`src/rtl/sc_lives_levels_counter_pkg.sv`:
```
// Shared game package: FSM state encodings and default game parameters.
package sc_lives_levels_counter_pkg;

   typedef enum logic [1:0] {
      ST_IDLE    = 2'd0,
      ST_PLAY    = 2'd1,
      ST_HOLDOFF = 2'd2,
      ST_OVER    = 2'd3
   } game_state_t;

   localparam int DEF_INIT_LIVES     = 3;
   localparam int DEF_MAX_LIVES      = 7;
   localparam int DEF_MAX_LEVEL      = 5;
   localparam int DEF_HOLDOFF_CYCLES = 16;

   // Bit positions of the strobe vector fed to the edge detectors.
   localparam int EV_NEW  = 3;
   localparam int EV_DOWN = 2;
   localparam int EV_UP   = 1;
   localparam int EV_LVL  = 0;

endpackage

```
`src/rtl/sc_lives_levels_counter_if.sv`:
```
// Strobe inputs and counter/flag outputs of the lives/levels counter.
interface sc_lives_levels_counter_if;
   logic       SC_LIVES_LEVELS_COUNTER_newGame_InLow;
   logic       SC_LIVES_LEVELS_COUNTER_lifeDown_InLow;
   logic       SC_LIVES_LEVELS_COUNTER_lifeUp_InLow;
   logic       SC_LIVES_LEVELS_COUNTER_levelUp_InLow;
   logic [2:0] SC_LIVES_LEVELS_COUNTER_lives_Out;
   logic [2:0] SC_LIVES_LEVELS_COUNTER_level_Out;
   logic       SC_LIVES_LEVELS_COUNTER_COMPARATOR_LIVES;
   logic       SC_LIVES_LEVELS_COUNTER_COMPARATOR_LEVELS;
   logic       SC_LIVES_LEVELS_COUNTER_holdoff_Out;

   modport master (
      output SC_LIVES_LEVELS_COUNTER_newGame_InLow, SC_LIVES_LEVELS_COUNTER_lifeDown_InLow,
             SC_LIVES_LEVELS_COUNTER_lifeUp_InLow, SC_LIVES_LEVELS_COUNTER_levelUp_InLow,
      input  SC_LIVES_LEVELS_COUNTER_lives_Out, SC_LIVES_LEVELS_COUNTER_level_Out,
             SC_LIVES_LEVELS_COUNTER_COMPARATOR_LIVES, SC_LIVES_LEVELS_COUNTER_COMPARATOR_LEVELS,
             SC_LIVES_LEVELS_COUNTER_holdoff_Out
   );

   modport slave (
      input  SC_LIVES_LEVELS_COUNTER_newGame_InLow, SC_LIVES_LEVELS_COUNTER_lifeDown_InLow,
             SC_LIVES_LEVELS_COUNTER_lifeUp_InLow, SC_LIVES_LEVELS_COUNTER_levelUp_InLow,
      output SC_LIVES_LEVELS_COUNTER_lives_Out, SC_LIVES_LEVELS_COUNTER_level_Out,
             SC_LIVES_LEVELS_COUNTER_COMPARATOR_LIVES, SC_LIVES_LEVELS_COUNTER_COMPARATOR_LEVELS,
             SC_LIVES_LEVELS_COUNTER_holdoff_Out
   );
endinterface

```
`src/rtl/sc_falling_edge_detect.sv`:
```
// 1-bit falling-edge detector; reset leaves history at "low seen" so a held-low
// input yields no event until it has been observed high.
module sc_falling_edge_detect (
   input  logic clk,
   input  logic rst,
   input  logic d,
   output logic fall
);
   logic prev_q;

   always_ff @(posedge clk) begin
      if (rst) prev_q <= 1'b0;
      else     prev_q <= d;
   end

   assign fall = prev_q & ~d;
endmodule

```
`src/rtl/sc_lives_levels_counter.sv`:
```
// Lives/levels counter FSM: edge-detected active-low strobes drive a
// IDLE/PLAY/HOLDOFF/OVER machine holding the life count and level.
module sc_lives_levels_counter
   import sc_lives_levels_counter_pkg::*;
#(
   parameter int INIT_LIVES     = DEF_INIT_LIVES,
   parameter int MAX_LIVES      = DEF_MAX_LIVES,
   parameter int MAX_LEVEL      = DEF_MAX_LEVEL,
   parameter int HOLDOFF_CYCLES = DEF_HOLDOFF_CYCLES
) (
   input logic                      SC_LIVES_LEVELS_COUNTER_CLOCK_50,
   input logic                      SC_LIVES_LEVELS_COUNTER_RESET_InHigh,
   sc_lives_levels_counter_if.slave bus
);
   localparam int          HOLD_W    = $clog2(HOLDOFF_CYCLES + 1);
   localparam [HOLD_W-1:0] HOLD_LAST = HOLD_W'(HOLDOFF_CYCLES - 1);
   localparam [2:0]        LIVES_INI = 3'(INIT_LIVES);
   localparam [2:0]        LIVES_MAX = 3'(MAX_LIVES);
   localparam [2:0]        LEVEL_MAX = 3'(MAX_LEVEL);

   logic clk, rst;
   assign clk = SC_LIVES_LEVELS_COUNTER_CLOCK_50;
   assign rst = SC_LIVES_LEVELS_COUNTER_RESET_InHigh;

   logic [3:0] strobe, ev;
   assign strobe = {bus.SC_LIVES_LEVELS_COUNTER_newGame_InLow,
                    bus.SC_LIVES_LEVELS_COUNTER_lifeDown_InLow,
                    bus.SC_LIVES_LEVELS_COUNTER_lifeUp_InLow,
                    bus.SC_LIVES_LEVELS_COUNTER_levelUp_InLow};

   sc_falling_edge_detect u_edge [3:0] (
      .clk  (clk),
      .rst  (rst),
      .d    (strobe),
      .fall (ev)
   );

   game_state_t       state_q, state_d;
   logic [2:0]        lives_q, lives_d, level_q, level_d;
   logic [HOLD_W-1:0] hold_q, hold_d;

   always_ff @(posedge clk) begin
      if (rst) begin
         state_q <= ST_IDLE;
         lives_q <= LIVES_INI;
         level_q <= 3'd1;
         hold_q  <= '0;
      end else begin
         state_q <= state_d;
         lives_q <= lives_d;
         level_q <= level_d;
         hold_q  <= hold_d;
      end
   end

   always_comb begin
      state_d = state_q;
      lives_d = lives_q;
      level_d = level_q;
      hold_d  = hold_q;
      if (ev[EV_NEW]) begin
         state_d = ST_PLAY;
         lives_d = LIVES_INI;
         level_d = 3'd1;
         hold_d  = '0;
      end else if (state_q == ST_PLAY || state_q == ST_HOLDOFF) begin
         // Lock-out timer runs regardless of which strobe acts this cycle.
         if (state_q == ST_HOLDOFF) begin
            if (hold_q == HOLD_LAST) begin
               state_d = ST_PLAY;
               hold_d  = '0;
            end else begin
               hold_d = hold_q + 1'b1;
            end
         end
         // An ignored lifeDown in HOLDOFF does not consume the cycle's slot.
         if (ev[EV_DOWN] && state_q == ST_PLAY) begin
            lives_d = (lives_q != 3'd0) ? lives_q - 3'd1 : 3'd0;
            state_d = (lives_q <= 3'd1) ? ST_OVER : ST_HOLDOFF;
            hold_d  = '0;
         end else if (ev[EV_UP]) begin
            if (lives_q < LIVES_MAX) lives_d = lives_q + 3'd1;
         end else if (ev[EV_LVL]) begin
            if (level_q < LEVEL_MAX) level_d = level_q + 3'd1;
            if (level_q >= LEVEL_MAX - 3'd1) begin
               state_d = ST_OVER;
               hold_d  = '0;
            end
         end
      end
   end

   assign bus.SC_LIVES_LEVELS_COUNTER_lives_Out         = lives_q;
   assign bus.SC_LIVES_LEVELS_COUNTER_level_Out         = level_q;
   assign bus.SC_LIVES_LEVELS_COUNTER_COMPARATOR_LIVES  = (lives_q != 3'd0);
   assign bus.SC_LIVES_LEVELS_COUNTER_COMPARATOR_LEVELS = (level_q == LEVEL_MAX);
   assign bus.SC_LIVES_LEVELS_COUNTER_holdoff_Out       = (state_q == ST_HOLDOFF);
endmodule

```
`src/flat_wrapper.sv`:
```
// flat-port wrapper written by rule: the top's interface ports become plain ports
module sc_lives_levels_counter_flat import sc_lives_levels_counter_pkg::*;
#(
   parameter int INIT_LIVES     = DEF_INIT_LIVES,
   parameter int MAX_LIVES      = DEF_MAX_LIVES,
   parameter int MAX_LEVEL      = DEF_MAX_LEVEL,
   parameter int HOLDOFF_CYCLES = DEF_HOLDOFF_CYCLES
)
  (SC_LIVES_LEVELS_COUNTER_CLOCK_50, SC_LIVES_LEVELS_COUNTER_RESET_InHigh, bus_SC_LIVES_LEVELS_COUNTER_newGame_InLow, bus_SC_LIVES_LEVELS_COUNTER_lifeDown_InLow, bus_SC_LIVES_LEVELS_COUNTER_lifeUp_InLow, bus_SC_LIVES_LEVELS_COUNTER_levelUp_InLow, bus_SC_LIVES_LEVELS_COUNTER_lives_Out, bus_SC_LIVES_LEVELS_COUNTER_level_Out, bus_SC_LIVES_LEVELS_COUNTER_COMPARATOR_LIVES, bus_SC_LIVES_LEVELS_COUNTER_COMPARATOR_LEVELS, bus_SC_LIVES_LEVELS_COUNTER_holdoff_Out);
  sc_lives_levels_counter_if bus_i ();
  input logic SC_LIVES_LEVELS_COUNTER_CLOCK_50;
  input logic SC_LIVES_LEVELS_COUNTER_RESET_InHigh;
  input wire logic [$bits(bus_i.SC_LIVES_LEVELS_COUNTER_newGame_InLow)-1:0] bus_SC_LIVES_LEVELS_COUNTER_newGame_InLow;
  input wire logic [$bits(bus_i.SC_LIVES_LEVELS_COUNTER_lifeDown_InLow)-1:0] bus_SC_LIVES_LEVELS_COUNTER_lifeDown_InLow;
  input wire logic [$bits(bus_i.SC_LIVES_LEVELS_COUNTER_lifeUp_InLow)-1:0] bus_SC_LIVES_LEVELS_COUNTER_lifeUp_InLow;
  input wire logic [$bits(bus_i.SC_LIVES_LEVELS_COUNTER_levelUp_InLow)-1:0] bus_SC_LIVES_LEVELS_COUNTER_levelUp_InLow;
  output wire logic [$bits(bus_i.SC_LIVES_LEVELS_COUNTER_lives_Out)-1:0] bus_SC_LIVES_LEVELS_COUNTER_lives_Out;
  output wire logic [$bits(bus_i.SC_LIVES_LEVELS_COUNTER_level_Out)-1:0] bus_SC_LIVES_LEVELS_COUNTER_level_Out;
  output wire logic [$bits(bus_i.SC_LIVES_LEVELS_COUNTER_COMPARATOR_LIVES)-1:0] bus_SC_LIVES_LEVELS_COUNTER_COMPARATOR_LIVES;
  output wire logic [$bits(bus_i.SC_LIVES_LEVELS_COUNTER_COMPARATOR_LEVELS)-1:0] bus_SC_LIVES_LEVELS_COUNTER_COMPARATOR_LEVELS;
  output wire logic [$bits(bus_i.SC_LIVES_LEVELS_COUNTER_holdoff_Out)-1:0] bus_SC_LIVES_LEVELS_COUNTER_holdoff_Out;
  assign bus_i.SC_LIVES_LEVELS_COUNTER_newGame_InLow = bus_SC_LIVES_LEVELS_COUNTER_newGame_InLow;
  assign bus_i.SC_LIVES_LEVELS_COUNTER_lifeDown_InLow = bus_SC_LIVES_LEVELS_COUNTER_lifeDown_InLow;
  assign bus_i.SC_LIVES_LEVELS_COUNTER_lifeUp_InLow = bus_SC_LIVES_LEVELS_COUNTER_lifeUp_InLow;
  assign bus_i.SC_LIVES_LEVELS_COUNTER_levelUp_InLow = bus_SC_LIVES_LEVELS_COUNTER_levelUp_InLow;
  assign bus_SC_LIVES_LEVELS_COUNTER_lives_Out = bus_i.SC_LIVES_LEVELS_COUNTER_lives_Out;
  assign bus_SC_LIVES_LEVELS_COUNTER_level_Out = bus_i.SC_LIVES_LEVELS_COUNTER_level_Out;
  assign bus_SC_LIVES_LEVELS_COUNTER_COMPARATOR_LIVES = bus_i.SC_LIVES_LEVELS_COUNTER_COMPARATOR_LIVES;
  assign bus_SC_LIVES_LEVELS_COUNTER_COMPARATOR_LEVELS = bus_i.SC_LIVES_LEVELS_COUNTER_COMPARATOR_LEVELS;
  assign bus_SC_LIVES_LEVELS_COUNTER_holdoff_Out = bus_i.SC_LIVES_LEVELS_COUNTER_holdoff_Out;
  sc_lives_levels_counter #(.INIT_LIVES(INIT_LIVES), .MAX_LIVES(MAX_LIVES), .MAX_LEVEL(MAX_LEVEL), .HOLDOFF_CYCLES(HOLDOFF_CYCLES)) u_core (.SC_LIVES_LEVELS_COUNTER_CLOCK_50(SC_LIVES_LEVELS_COUNTER_CLOCK_50), .SC_LIVES_LEVELS_COUNTER_RESET_InHigh(SC_LIVES_LEVELS_COUNTER_RESET_InHigh), .bus(bus_i));
endmodule
```
`config.mk`:
```
export PLATFORM = sky130hd
export DESIGN_NAME = sc_lives_levels_counter_flat
export DESIGN_NICKNAME = d
export VERILOG_FILES = /design/src/rtl/sc_lives_levels_counter_pkg.sv /design/src/rtl/sc_lives_levels_counter_if.sv /design/src/rtl/sc_falling_edge_detect.sv /design/src/rtl/sc_lives_levels_counter.sv /design/src/flat_wrapper.sv
export SDC_FILE = /design/constraint.sdc
export NUM_CORES = 1
export LEC_CHECK = 0
export CAP_MARGIN = 20
export CORE_ASPECT_RATIO = 0.6
export CORE_MARGIN = 5
export CORE_UTILIZATION = 40
export CTS_CLUSTER_DIAMETER = 100
export CTS_CLUSTER_SIZE = 12
export DETAILED_ROUTE_END_ITERATION = 10
export PLACE_DENSITY_LB_ADDON = 0.15
export SYNTH_ARGS = -nofsm -noshare
export SYNTH_HDL_FRONTEND = slang
export SYNTH_HIERARCHICAL = 1
export SYNTH_SLANG_ARGS = --single-unit
```
`constraint.sdc`:
```
create_clock -name SC_LIVES_LEVELS_COUNTER_CLOCK_50 -period 2.4 [get_ports SC_LIVES_LEVELS_COUNTER_CLOCK_50]
set_input_delay 0.36 -clock SC_LIVES_LEVELS_COUNTER_CLOCK_50 [delete_from_list [all_inputs] [get_ports SC_LIVES_LEVELS_COUNTER_CLOCK_50]]
set_output_delay 0.36 -clock SC_LIVES_LEVELS_COUNTER_CLOCK_50 [all_outputs]
set_load 0.1 [all_outputs]
```
==> results.cfg, run 1 <==
[pwr]
p_per_area_nw_per_um2 = 468.7
clkPwrFrac_pct = 38.4
ir_drop_mv = 0.2860
sw_frac_of_total_pct = 23.19
seqPwrFrac_pct = 52.3
p_int_w = 0.0004279
p_leak_nw = 0.4703
pwr-share-comb_pct = 9.3
power_switching_w = 0.0001292

[routing]
ant_nets = 0
avgViaCountPerCell = 5.240
wl_per_cell_um = 13.18
wirelength_um = 2029
drtIter0Drc = 67
num_vias = 807
dr.pass1.iters = 4
remaining_drc_errors = 0

[synth]
synthCells = 107
syn_area_per_cell_um2 = 9.168
synth_common_cells = dfxtp_1, ha_1, inv_1, nand2_1
ys_seq_elements = 17
synthTopCellsByArea = dfxtp_1, ha_1, inv_1
yosysMostFrequentCell = dfxtp_1
async_reset_ff_share_pct = 0
synth_cell_type_count = 36
synth_nets = 124
yosysWarnings = 6
synth_top_area_share_pct = 34.69
synth_edf_count = 0
syn-cell-area_um2 = 980.9
synth_ff_type = dfxtp_1
synth.yosys.seq_area_share_pct = 34.69
netlist.top_cell.by_area = dfxtp_1

[sta]
finalMaxSlewViolations = 0
worst_pin_slew_ns = 0.3820
slew_headroom_pct = 73.87
fin_ws_ns = 0.5015
final-hold-violation-count = 0
setup-violations-final = 0
fmax_ghz = 0.5267
rsz0062_at_grt = false
setup-tns-final_ns = 0
period_needed_ns = 1.899
fin_skew_ns = 0.002248
hold_ws_ns = 0.4500
fin_crit_sh_pct = 79.11

[finish]
stdcell_count = 154
final_cell_area_um2 = 1189
antennaDiodeCount = 0
drive_gt1_share_pct = 18.55
nets = 142
area_delta_synth_final_pct = 21.17

[min_path]
whs_path_depth = 2
hold_start = u_core/hold_q[4]$_SDFFE_PP0N_
hold_class = flop to flop
holdPathEnd = u_core/hold_q[4]$_SDFFE_PP0N_

[die]
fp.dieH_um = 48.36
io_pins = 15
start_util_pct = 43.70
fp.dieW_um = 73.93
core_um2 = 2245
rows = 13
die-area_um2 = 3575

[clocking]
htree_levels = 1
clock_path_buffers = 2
ctsHoldBuffers = 0
cts.sinks = 17
cts_buffers = 3
post-cts-setup-buffer-count = 0
clockRootBuffer = clkbuf_8
cts.repair.resized = 0
cts_tree = built
clk_latency_ns = 0.25
clkTransAtPathRegs_ns = 0.07

[global_routing]
grt_usage_pct = 12.73
grt_overflow = 0
grt_pass1_vias = 735
grt_start_max_net_pins = 10
antenna_found_initial = 0
grt_pass1_wl_um = 3512

[job]
cap_violations = 0

[placement]
io_buffer_count = 14
dp.cells = 150
dp_hpwl_um = 1599
place_ws_ns = 0.3376
placement.cell_area_um2 = 1144
place.gp.congestion = 0.7597

[worst_setup_path]
cp-end-kind = flop
path_class = flop to flop
critPathRequiredTime_ns = 2.54
timing.rr.start = u_core/state_q[0]$_SDFFE_PP0P_
critPathArrivalTime_ns = 2.04
start_kind = flop
timing.rr.end = u_core/bus.SC_LIVES_LEVELS_COUNTER_lives_Out[0]$_SDFFE_PP1P_
reg2reg_slack_ns = 0.50
path_max_fanout = 8
r2r_cells = 6

[outcome]
outcome = complete, no violations
==> logic make-up after synthesis <==
group           count (synthesis)  synth area share (%)
flops                          17                 34.69
xor+xnor                        2                 1.786
simple gates                   39                 24.62
buf+inv                        13                 5.739
fa+ha+maj                      11                 14.03
mux                             1                 1.020
compound gates                 24                 18.11
==> cell usage in the layout, fill, tap and decap left out, types with 2 or more instances in the layout <==
master	count
dfxtp_1	15
a2111oi_0	2
nor3_1	3
clkdlybuf4s50_1	5
nor2b_2	4
nor2_1	6
a311oi_1	3
inv_1	11
nand2_1	8
a21oi_1	6
a211o_1	2
a211oi_1	2
dfxtp_2	2
nand2b_1	3
clkbuf_8	3
ha_1	11
nor2b_1	5
nand3_1	2
buf_4	9
and3b_1	2
==> layout make-up <==
class                   instances  area [µm²]
inverters                      11       41.29
multi-input cells              77       584.3
well taps                      30       37.54
flip-flops and latches         17       342.8
fillers                       213        1056
repair buffers                 15       137.6
clock buffers                   4       45.04
==> stage by stage <==
stage	power, W	util [%]
floorplan	0.0003295	-
global placement	0.0003480	50.95
detailed placement	0.0003496	50.95
CTS	0.0005640	52.95
global route	0.0005842	52.95
finish	0.0005571	52.95
==> metal layers <==
metal	vias up	GRT usage (%)	part of all wire, %
met5	-	0	0
met1	375	17.39	52
met2	16	18.24	42
met3	5	5.144	4.9
met4	0	3.614	1.2
li1	411	-	-
==> worst max-delay path by stage <==
stage,from,end
after CTS,u_core/state_q[0]$_SDFFE_PP0P_,u_core/bus.SC_LIVES_LEVELS_COUNTER_lives_Out[0]$_SDFFE_PP1P_
after floorplan,u_core/bus.SC_LIVES_LEVELS_COUNTER_level_Out[0]$_SDFFE_PP1P_,bus_SC_LIVES_LEVELS_COUNTER_COMPARATOR_LEVELS
after global placement,bus_SC_LIVES_LEVELS_COUNTER_lifeDown_InLow,u_core/bus.SC_LIVES_LEVELS_COUNTER_level_Out[0]$_SDFFE_PP1P_
final,u_core/state_q[0]$_SDFFE_PP0P_,u_core/bus.SC_LIVES_LEVELS_COUNTER_lives_Out[0]$_SDFFE_PP1P_
after detailed placement,bus_SC_LIVES_LEVELS_COUNTER_lifeUp_InLow,u_core/hold_q[1]$_SDFFE_PP0N_
after global routing,u_core/state_q[0]$_SDFFE_PP0P_,u_core/bus.SC_LIVES_LEVELS_COUNTER_lives_Out[0]$_SDFFE_PP1P_
==> registers in the layout (all words and copies together), names as in the netlist <==
| register | count |
|---|---|
| u_core/hold_q | 5 |
| u_core/bus.SC_LIVES_LEVELS_COUNTER_lives_Out | 3 |
| u_core/bus.SC_LIVES_LEVELS_COUNTER_level_Out | 3 |
| u_core/state_q | 2 |
| u_core/u_edge/prev_q | 4 |
==> worst max-delay path, cell delays in order, from the launching register on <==
cell      delay, ns
dfxtp_1        0.38
inv_1          0.06
ha_1           0.46
and3b_1        0.24
a31oi_2        0.28
a211oi_1       0.09
a211o_1        0.27
==> power by group through the flow <==
stage / Combinational [W] / Clock, W / Sequential [W]
floorplan: 0.0000250 / 0 / 0.000305
global placement: 0.0000507 / 0 / 0.000297
detailed placement: 0.0000520 / 0 / 0.000298
CTS: 0.0000522 / 0.000221 / 0.000291
global route: 0.0000565 / 0.000236 / 0.000292
finish: 0.0000519 / 0.000214 / 0.000291
Note: power is estimated with default switching activity, not from simulation.
==> run 2, diff against run 1 <==
==> constraint.sdc (replaced) <==
create_clock -name SC_LIVES_LEVELS_COUNTER_CLOCK_50 -period 1.6 [get_ports SC_LIVES_LEVELS_COUNTER_CLOCK_50]
set_input_delay 0.24 -clock SC_LIVES_LEVELS_COUNTER_CLOCK_50 [delete_from_list [all_inputs] [get_ports SC_LIVES_LEVELS_COUNTER_CLOCK_50]]
set_output_delay 0.24 -clock SC_LIVES_LEVELS_COUNTER_CLOCK_50 [all_outputs]
set_load 0.1 [all_outputs]
==> results.cfg, run 2 (synthesis gave the netlist of run 1 again) <==
[outcome]
outcome = complete, no violations

[global_routing]
grt_pass1_wl_um = 3988
grt_pass1_vias = 878
antenna_found_initial = 0
grt_usage_pct = 14.24
grt_overflow = 0
grt_start_max_net_pins = 10

[worst_setup_path]
reg2reg_slack_ns = 0.01
cp_slowest_stage_delay_ns = 0.32
timing.rr.end = u_core/bus.SC_LIVES_LEVELS_COUNTER_level_Out[0]$_SDFFE_PP1P_
path_cells = buf_6 -> ha_4 -> and2_4 -> nor4b_4 -> nand2_1 -> a221o_1
setup.worst_path.start = u_core/state_q[0]$_SDFFE_PP0P_
critPathArrivalTime_ns = 1.72
path_max_fanout = 3
timing.rr.start = u_core/state_q[0]$_SDFFE_PP0P_
path_class = flop to flop
critPathRequiredTime_ns = 1.73
start_kind = flop
r2r_cells = 6
crit_path_top_delay_cell = dfxtp_2
cp-end-kind = flop

[pwr]
ir_drop_mv = 0.4061
total_power_w = 0.0008655
p_per_area_nw_per_um2 = 555.2
p_leak_nw = 0.6023

[clocking]
ctsHoldBuffers = 0
clockRootBuffer = clkbuf_8
cts_tree = built
clock_path_buffers = 2
htree_levels = 1
clk_latency_ns = 0.25
cts_buffers = 3
cts.sinks = 17
clkTransAtPathRegs_ns = 0.07

[sta]
fin_crit_sh_pct = 99.26
period_needed_ns = 1.588
fmax_ghz = 0.6296
setup-tns-final_ns = 0
rsz0062_at_grt = true
finalMaxSlewViolations = 0
fin_skew_ns = 0.006246
final-hold-violation-count = 0
slew_headroom_pct = 74.51
worst_pin_slew_ns = 0.3727
fin_ws_ns = 0.01180
setup-violations-final = 0

[finish]
layout_common_cells = buf_4, buf_12, inv_1, dfxtp_1, nand2_1
reg_top3 = u_core/hold_q: 5 flops, u_core/u_edge/prev_q: 4 flops
fillers = 164
antennaDiodeCount = 0
final_core_util_pct = 69.45
final_cell_area_um2 = 1559
drive_gt1_share_pct = 41.96
area_delta_synth_final_pct = 58.93
nets = 161
regMostFlops = u_core/hold_q
largest_reg_flops = 5
final_common_cell = buf_4

[min_path]
holdPathEnd = u_core/hold_q[4]$_SDFFE_PP0N_
hold_start = u_core/hold_q[4]$_SDFFE_PP0N_
hold_class = flop to flop
whs_path_depth = 2

[placement]
place_ws_ns = -0.2265
io_buffer_count = 14
dp_hpwl_um = 1762
placement.cell_area_um2 = 1374
place.gp.congestion = 0.8093

[die]
core_um2 = 2245
fp.dieW_um = 73.93
io_pins = 15
rows = 13
die-area_um2 = 3575
fp.dieH_um = 48.36
start_util_pct = 43.70

[routing]
ant_nets = 0
wirelength_um = 2520
remaining_drc_errors = 0
dr.pass1.iters = 4
wl_per_cell_um = 14.57
avgViaCountPerCell = 5.324
num_vias = 921
drtIter0Drc = 36

[job]
cap_violations = 0
==> run 2: power by group <==
| group | leakage, nW | switching [W] | internal, W |
|---|---|---|---|
| Combinational | 0.438 | 0.0000575 | 0.0000613 |
| Clock | 0.0228 | 0.000140 | 0.000177 |
| Sequential | 0.141 | 0.00000508 | 0.000425 |
| Total | 0.602 | 0.000203 | 0.000663 |
==> run 2: worst max-delay path, delay by kind of cell (launching register included) <==
family / cells / cell delay [ns]
adders and majority gates: 1 / 0.15
AOI/OAI and AO/OA: 1 / 0.31
DFF: 1 / 0.32
buffers and inverters: 1 / 0.11
and+or+nand+nor: 3 / 0.57
==> run 2: worst max-delay path by stage <==
stage                                                                   endpoint  depth (start not counted)  slack, ns
global route        u_core/bus.SC_LIVES_LEVELS_COUNTER_level_Out[0]$_SDFFE_PP1P_                          6      -0.07
detailed placement                                 u_core/hold_q[3]$_SDFFE_PP0N_                          7      -0.23
global placement    u_core/bus.SC_LIVES_LEVELS_COUNTER_level_Out[0]$_SDFFE_PP1P_                          6      -0.13
floorplan           u_core/bus.SC_LIVES_LEVELS_COUNTER_level_Out[0]$_SDFFE_PP1P_                          7      -0.04
finish              u_core/bus.SC_LIVES_LEVELS_COUNTER_level_Out[0]$_SDFFE_PP1P_                          6       0.01
CTS                 u_core/bus.SC_LIVES_LEVELS_COUNTER_level_Out[0]$_SDFFE_PP1P_                          6      0.005
==> run 2: layout make-up <==
| type | count | area [µm²] | share of cell area (%) |
|---|---|---|---|
| flip-flops and latches | 17 | 362.8 | 23.27 |
| multi-input cells | 77 | 684.4 | 43.90 |
| clock buffers | 4 | 45.04 | 2.889 |
| well taps | 30 | 37.54 | 2.408 |
| repair buffers | 34 | 384.1 | 24.64 |
| inverters | 11 | 45.04 | 2.889 |
==> run 2: metal layers <==
metal,share of wire (%),vias to the layer above,routed length (µm),GRT usage (%)
met3,5.6,5,141,5.350
met4,0.95,0,24,3.614
li1,-,449,-,-
met5,0,-,0,0
met2,48,20,1200,22.21
met1,46,447,1153,18.35
==> run 2: what timing repair did <==
action	4_1_cts	5_1_grt
endpoints found under the hold margin	0	0
setup buffers	2	5
resized for setup	7	8
setup endpoints to repair	5	10
pin swaps	2	5
==> run 2: through the flow <==
stage	std cells	hold slack (ns)
2_1_floorplan	107	0.3058
3_3_place_gp	162	0.4354
3_5_place_dp	162	0.4399
4_1_cts	168	0.4491
5_1_grt	173	0.4737
6_report	173	0.4491
==> run 3, diff against run 2 <==
--- a/config.mk
+++ b/config.mk
@@ -6,13 +6,13 @@
 export NUM_CORES = 1
 export LEC_CHECK = 0
 export CAP_MARGIN = 20
-export CORE_ASPECT_RATIO = 0.6
 export CORE_MARGIN = 5
-export CORE_UTILIZATION = 40
+export CORE_UTILIZATION = 47
 export CTS_CLUSTER_DIAMETER = 100
 export CTS_CLUSTER_SIZE = 12
 export DETAILED_ROUTE_END_ITERATION = 10
 export PLACE_DENSITY_LB_ADDON = 0.15
+export SKIP_LAST_GASP = 1
 export SYNTH_ARGS = -nofsm -noshare
 export SYNTH_HDL_FRONTEND = slang
 export SYNTH_HIERARCHICAL = 1
==> results.cfg, run 3 (synthesis gave the netlist of run 1 again) <==
[sta]
rsz0062_at_grt = true
setup-violations-final = 0
fin_ws_ns = 0.01035
fin_crit_sh_pct = 99.35
fmax_ghz = 0.6291
period_needed_ns = 1.590
finalMaxSlewViolations = 0
setup-tns-final_ns = 0
final-hold-violation-count = 0
fin_skew_ns = 0.0004829
slew_headroom_pct = 70.31
worst_pin_slew_ns = 0.4341

[routing]
drtIter0Drc = 14
wl_per_cell_um = 13.85
num_vias = 889
wirelength_um = 2313
ant_nets = 0
remaining_drc_errors = 0
avgViaCountPerCell = 5.323
dr.pass1.iters = 4

[placement]
io_buffer_count = 14
dp_hpwl_um = 1609
place.gp.congestion = 0.8595
placement.cell_area_um2 = 1385
place_ws_ns = -0.1956
dp.cells = 161

[global_routing]
grt_pass1_vias = 894
grt_usage_pct = 15.47
grt_pass1_wl_um = 3864
grt_overflow = 0
grt_start_max_net_pins = 10
antenna_found_initial = 0

[finish]
antennaDiodeCount = 0
final_cell_area_um2 = 1498
layout_common_cells = buf_4, buf_12, dfxtp_1
drive_gt1_share_pct = 42.14
regMostFlops = u_core/hold_q
fillers = 137
reg_top3 = u_core/hold_q: 5 flops, u_core/u_edge/prev_q: 4 flops
largest_reg_flops = 5
nets = 158
multiInputGateArea_um2 = 664.4
stdcell_count = 167
final_common_cell = buf_4
area_delta_synth_final_pct = 52.68
seq_area_um2 = 367.9

[die]
fp.dieH_um = 55.69
io_pins = 15
start_util_pct = 49.49
rows = 16
die-area_um2 = 3101
fp.dieW_um = 55.69
core_um2 = 1982

[clocking]
clockRootBuffer = clkbuf_4
clkTransAtPathRegs_ns = 0.10
ctsHoldBuffers = 0
cts.sinks = 17
clk_latency_ns = 0.29
cts_buffers = 3
cts_tree = built
clock_path_buffers = 2
htree_levels = 1

[outcome]
outcome = complete, no violations

[worst_setup_path]
cp-end-kind = flop
path_class = flop to flop
critPathArrivalTime_ns = 1.78
start_kind = flop
critPathRequiredTime_ns = 1.79
path_max_fanout = 5

[job]
cap_violations = 0

[pwr]
p_leak_nw = 0.5789
total_power_w = 0.0007742
p_per_area_nw_per_um2 = 517.0
ir_drop_mv = 0.3778

[min_path]
hold_class = flop to flop
run 3: metrics by stage:
| stage | utilization (%) | hold WS, ns |
|---|---|---|
| CTS | 74.43 | 0.4711 |
| global route | 75.57 | 0.5104 |
| floorplan | - | 0.3058 |
| global placement | 69.89 | 0.4421 |
| finish | 75.57 | 0.4688 |
| detailed placement | 69.89 | 0.4531 |
run 3: worst paths after layout:
| path | depth (start not counted) | slack, ns | startpoint | end |
|---|---|---|---|---|
| max | 6 | 0.01 | u_core/state_q[0]$_SDFFE_PP0P_ | u_core/bus.SC_LIVES_LEVELS_COUNTER_lives_Out[0]$_SDFFE_PP1P_ |
| min | 2 | 0.47 | u_core/hold_q[4]$_SDFFE_PP0N_ | u_core/hold_q[4]$_SDFFE_PP0N_ |
| max reg2reg | 6 | 0.01 | u_core/state_q[0]$_SDFFE_PP0P_ | u_core/bus.SC_LIVES_LEVELS_COUNTER_lives_Out[0]$_SDFFE_PP1P_ |
| min reg2reg | 2 | 0.47 | u_core/hold_q[4]$_SDFFE_PP0N_ | u_core/hold_q[4]$_SDFFE_PP0N_ |
run 3: power by group:
group / switching, W / leakage (nW) / internal, W
Clock: 0.000140 / 0.0150 / 0.0000971
Combinational: 0.0000523 / 0.422 / 0.0000565
Sequential: 0.00000628 / 0.142 / 0.000422
run 3: layout make-up:
cell class                 instances  share of cell area [%]
multi-input combinational         77                   44.36
inverter                          11                   3.175
tap                               27                   2.256
sequential                        17                   24.56
clock buffer                       4                   1.754
timing repair buffer              31                   23.89
run 3: critical path, cell delays in order (launching register included):
cell      delay, ns
dfxtp_4        0.39
inv_4          0.04
ha_4           0.29
and3b_2        0.24
a31oi_4        0.24
a211oi_2       0.06
a211o_1        0.22
run 3: routing by layer:
layer | track usage (%) | share of wire (%) | wire length (µm)
met1 | 18.35 | 44 | 1023
met2 | 26.18 | 52 | 1192
met3 | 3.248 | 2.5 | 57
met4 | 7.639 | 1.7 | 40
met5 | 0 | 0 | 0
run 3: what timing repair did:
item,4_1_cts,5_1_grt
pin swaps,4,7
buffers inserted,3,0
gates resized for setup,9,8
endpoints found under the setup margin,5,9
